### src/rtl/stream_arb_mux_pkg.sv
// stream_arb_mux_pkg
//   Shared constants and helpers for the stream_arb_mux slice.
//   DEF_DATA_WIDTH / DEF_NUM_INPUTS : default parameter values.
//   sel_width()                     : index width for a given input count (min 1).
//   def_sel_t                       : index type at the default input count.
package stream_arb_mux_pkg;

    localparam int DEF_DATA_WIDTH = 32;
    localparam int DEF_NUM_INPUTS = 8;

    function automatic int sel_width(input int num_inputs);
        return (num_inputs > 1) ? $clog2(num_inputs) : 1;
    endfunction

    typedef logic [sel_width(DEF_NUM_INPUTS)-1:0] def_sel_t;

endpackage

### src/rtl/stream_arb_mux_rr_arbiter.sv
// rr_arbiter
//   Grant selection for stream_arb_mux.
//   Macro STREAM_ARB_MUX_RR_EN defined   : round-robin from a priority pointer
//                                          that moves past each granted index.
//   Macro STREAM_ARB_MUX_RR_EN undefined : fixed priority, lowest index wins;
//                                          no pointer is built.
//   Ports:
//     clk_i, rst_ni : clock, synchronous active-low reset (pointer only)
//     req           : per-input request
//     advance       : a handshake happens this cycle on the granted index
//     grant         : one-hot grant (all zero when no request)
//     grant_idx     : index of the granted input
module rr_arbiter
    import stream_arb_mux_pkg::*;
#(
    parameter int NumInputs = DEF_NUM_INPUTS,
    localparam int SelWidth = sel_width(NumInputs)
) (
    input  logic                 clk_i,
    input  logic                 rst_ni,
    input  logic [NumInputs-1:0] req,
    input  logic                 advance,
    output logic [NumInputs-1:0] grant,
    output logic [SelWidth-1:0]  grant_idx
);

`ifdef STREAM_ARB_MUX_RR_EN
    logic [SelWidth-1:0] ptr;
    int unsigned         k;
    logic                found;

    // Scan starting at the pointer, wrapping at NumInputs (not a power of two
    // in general, so the wrap is an explicit subtract rather than a mask).
    always_comb begin
        grant     = '0;
        grant_idx = '0;
        found     = 1'b0;
        k         = 0;
        for (int unsigned i = 0; i < NumInputs; i++) begin
            k = int'(ptr) + i;
            if (k >= NumInputs) begin
                k = k - NumInputs;
            end
            if (!found && req[k]) begin
                found     = 1'b1;
                grant[k]  = 1'b1;
                grant_idx = SelWidth'(k);
            end
        end
    end

    always_ff @(posedge clk_i) begin
        if (!rst_ni) begin
            ptr <= '0;
        end else if (advance) begin
            if (int'(grant_idx) == NumInputs - 1) begin
                ptr <= '0;
            end else begin
                ptr <= grant_idx + SelWidth'(1);
            end
        end
    end
`else
    logic found;
    logic unused_fixed;

    assign unused_fixed = ^{clk_i, rst_ni, advance};

    always_comb begin
        grant     = '0;
        grant_idx = '0;
        found     = 1'b0;
        for (int unsigned i = 0; i < NumInputs; i++) begin
            if (!found && req[i]) begin
                found     = 1'b1;
                grant[i]  = 1'b1;
                grant_idx = SelWidth'(i);
            end
        end
    end
`endif

endmodule

### src/rtl/stream_arb_mux.sv
// stream_arb_mux
//   N-input stream arbiter feeding a single-entry output register.
//   Arbitration policy chosen by macro STREAM_ARB_MUX_RR_EN (round-robin when
//   defined, fixed lowest-index priority otherwise).
//   Ports:
//     clk_i, rst_ni      : clock, synchronous active-low reset
//     valid_i / ready_o  : per-input handshake (at most one ready_o high)
//     data_i             : per-input payload (unpacked array)
//     valid_o / ready_i  : output handshake
//     data_o, sel_o      : registered payload and index of its source input
module stream_arb_mux
    import stream_arb_mux_pkg::*;
#(
    parameter int DataWidth = DEF_DATA_WIDTH,
    parameter int NumInputs = DEF_NUM_INPUTS,
    localparam int SelWidth = sel_width(NumInputs)
) (
    input  logic                 clk_i,
    input  logic                 rst_ni,
    input  logic [NumInputs-1:0] valid_i,
    output logic [NumInputs-1:0] ready_o,
    input  logic [DataWidth-1:0] data_i [NumInputs],
    output logic                 valid_o,
    input  logic                 ready_i,
    output logic [DataWidth-1:0] data_o,
    output logic [SelWidth-1:0]  sel_o
);

    logic [NumInputs-1:0] grant;
    logic [SelWidth-1:0]  grant_idx;
    logic                 load;
    logic [DataWidth-1:0] sel_data;

    // Register takes a new entry when empty or draining this cycle; reset
    // forces no acceptance.
    assign load    = rst_ni & (~valid_o | ready_i) & (|valid_i);
    assign ready_o = grant & {NumInputs{load}};

    rr_arbiter #(
        .NumInputs (NumInputs)
    ) u_arb (
        .clk_i     (clk_i),
        .rst_ni    (rst_ni),
        .req       (valid_i),
        .advance   (load),
        .grant     (grant),
        .grant_idx (grant_idx)
    );

    // One-hot AND-OR select keeps the mux free of out-of-range indexing.
    always_comb begin
        sel_data = '0;
        for (int unsigned i = 0; i < NumInputs; i++) begin
            if (grant[i]) begin
                sel_data = data_i[i];
            end
        end
    end

    always_ff @(posedge clk_i) begin
        if (!rst_ni) begin
            valid_o <= 1'b0;
            data_o  <= '0;
            sel_o   <= '0;
        end else if (load) begin
            valid_o <= 1'b1;
            data_o  <= sel_data;
            sel_o   <= grant_idx;
        end else if (ready_i) begin
            valid_o <= 1'b0;
        end
    end

endmodule

### config.mk
export PLATFORM = sky130hd
export DESIGN_NAME = stream_arb_mux
export DESIGN_NICKNAME = d
export VERILOG_FILES = /design/src/rtl/stream_arb_mux_pkg.sv /design/src/rtl/stream_arb_mux_rr_arbiter.sv /design/src/rtl/stream_arb_mux.sv
export SDC_FILE = /design/constraint.sdc
export NUM_CORES = 1
export LEC_CHECK = 0
export CORE_AREA = 2 2 121 123
export DETAILED_ROUTE_END_ITERATION = 8
export DIE_AREA = 0 0 123 125
export GPL_TIMING_DRIVEN = 0
export PLACE_DENSITY_LB_ADDON = 0.05
export REMOVE_ABC_BUFFERS = 1
export SKIP_CTS_REPAIR_TIMING = 1
export SYNTH_ARGS = -nofsm -noshare
export SYNTH_HDL_FRONTEND = slang
export SYNTH_SLANG_ARGS = --single-unit
### constraint.sdc
create_clock -name clk_i -period 2.9 [get_ports clk_i]
set_clock_uncertainty 0.1 [all_clocks]
set_input_delay 0.725 -clock clk_i [delete_from_list [all_inputs] [get_ports clk_i]]
set_output_delay 0.725 -clock clk_i [all_outputs]
set_load 0.05 [all_outputs]
==> results.txt <==
Top-area cell type share of the netlist area: 22.9%
Final worst-path cycle share: 103%
Core Area: 14200 µm²
Vias per inst: 5.47
First-pass GRT wire length: 27100 µm
Hold WC Path Type: reg2reg
RSZ-0062 raised after global routing: true
Synth cell types: 45
Final ANT Viol Nets: 0
Clock sinks: 36
Ratio of cells with drive above 1 in the final layout: 15.8%
Via count: 4711
TritonCTS clock tree: built
Largest net degree at the start of global routing: 43
Vias in the first global route: 4785
Clock transition at path regs: 0.06 ns
Mapped Area: 3150 µm²
CTS Buf Count: 5
Area grow syn2layout: 122%
DRT iter0 DRCs: 240
DRC: 0
Ys Warns: 0
Status: finished with violations
Crit. End Element: primary output
Detailed Route WL: 21600 µm
Critical Path Source Type: primary input
Top-count cell post-synth: dfxtp_1
Leak pwr: 0.00251 µW
Relative slew margins: 34.5%
Total GRT Usage: 23.2%
Routability cong.: 0.760
Post-layout instance area: 6980 µm²
CP delay by family, top: simple AND/OR/NAND/NOR gates
Violated checks: setup timing
Fmax: 334 MHz
Die width: 123 µm
Die Ht: 125 µm
Cell Area, Placed: 6370 µm²
Asr flop ratio synth: 0%
Cell row count: 44
Io pins: 311
Starting Density: 22.2%
Required @ worst endpoint: 2.08 ns
Skew-Pair Late Insertion Delay: 0.29 ns
Crit path kind: in2out
Final setup vio count: 6
Die area: 15400 µm²
Synth area leader: dfxtp_1
Ant diodes: 0
WL per Instance: 25.1 µm
Max Slew Vio Count: 0
Nets: 943
Critical path fanouts, max: 7
Worst path max stage delay: 0.59 ns
# H-tree levels: 2
Sequential element share of the synthesized area: 22.9%
Pre-antenna DRT Iters: 5
Max-Cap Viols: 0
Initial antenna violation count: 0
Pre-CTS setup slack: -1.85 ns
List of most frequent post-synthesis cells: dfxtp_1 (36), nand2_1 (34), clkbuf_1 (32)
CP arrival: 2.17 ns
Slowest-stage cell, CP: or4_4
Worst Max-Slew Pin Slew: 0.978 ns
Mean Syn Cell Area: 8.62 µm²
CP dominant cell by count: buf_6
Worst vdd ir: 0.000188 V
Final HPWL DP: 13200 µm
EDFF count, synth: 0
Buf+Inv Stages, Crit Path: 4
Ys flop type: dfxtp_1
Synth top area cells: dfxtp_1 (23%), a32oi_2 (13%), a221o_1 (9.2%)
Grt total ovfl: 0
Power Density: 330 nW/µm²
Critical-path cell list: buf_16, or4_4, buf_6, o211ai_4, buf_6, nor2b_2, buf_6
Final min period: 2.99 ns
Final WS setup: -0.0934 ns
IO buf count: 310
Clk buf depth: 2
Hold Vio Cnt, Final: 0
Post-Syn Instances: 365
Flop and latch count out of synthesis: 36
Clock root cell: clkbuf_16
==> cells by family after synthesis <==
group | share of synthesized area [%]
buffers and inverters | 8.03
DFF | 22.9
AOI/OAI and AO/OA | 57.4
and+or+nand+nor | 10.7
muxes | 0.994
==> path summary, 6_finish.rpt <==
path,to,start,slack [ns],depth (start not counted)
worst max-delay path,ready_o[5],valid_i[1],-0.09,7
worst min-delay path,data_o[24],data_o[24],0.35,2
worst max register to register,data_o[13],valid_o,1.28,5
worst min register to register,data_o[24],data_o[24],0.35,2
==> layer usage <==
metal / GRT usage, % / up-vias / wire length [µm] / part of all wire (%)
li1: - / 2173 / - / -
met1: 26.3 / 2292 / 8600 / 40
met2: 42.7 / 228 / 10900 / 50
met3: 5.61 / 18 / 1790 / 8.3
met4: 6.22 / 0 / 323 / 1.5
met5: 0 / - / 0 / 0
==> stage by stage <==
stage               setup TNS [ns]  hold WS [ns]  power (µW)  instances  util (%)
floorplan                   -46.04         0.561        1050        317         -
global placement           -230.18         0.333        1650        811      44.0
detailed placement          -46.86         0.345        1660        819      44.8
CTS                         -37.01         0.353        2250        827      45.9
global route                -0.541         0.372        2390        861      49.1
finish                      -0.329         0.346        2300        861      49.1
==> worst register-to-register path, delay by kind of cell (launching register included) <==
| kind | cells | cell delay, ns |
|---|---|---|
| AO/OA/AOI/OAI | 2 | 0.51 |
| flip-flops | 1 | 0.34 |
| AND/OR/NAND/NOR | 2 | 0.34 |
| buffers and inverters | 1 | 0.18 |
==> placed cells by master, fill, tap and decap left out, drive strengths merged, types with 2 or more instances in the layout <==
cell           count
nor2               5
and2               2
o211ai             5
o2bb2ai            3
dlymetal6s2s       2
a22o               2
nor4b              3
a32oi             30
clkdlybuf4s50    293
nor3b              4
clkbuf            14
or4                2
a22oi              5
a221o             29
a221oi            30
o21ai             32
inv                4
mux2i              2
dfxtp             36
nor3               3
buf               45
a2bb2oi           30
a21oi              5
nand2             35
clkinvlp           4
or2                3
nor2b              4
nand2b             3
o22ai             30
==> report_power, final <==
group	switching [µW]	leakage [µW]	internal [µW]
registers	29.3	0.000303	554
logic	547	0.00214	593
clock network	238	0.0000712	344
total	814	0.00251	1490
==> area by class of cell <==
class,instances,area (µm²)
timing repair inverter,2,10.0
timing repair buffer,346,3520
fill,1362,7220
tap,184,230
clock buffer,8,146
inverter,6,30.0
sequential,36,721
multi-input combinational,279,2320
==> registers in the layout (all words and copies together) (netlist names) <==
register and count:
sel_o 3, data_o 32, valid_o 1
Power figures use the tool's default switching activity.
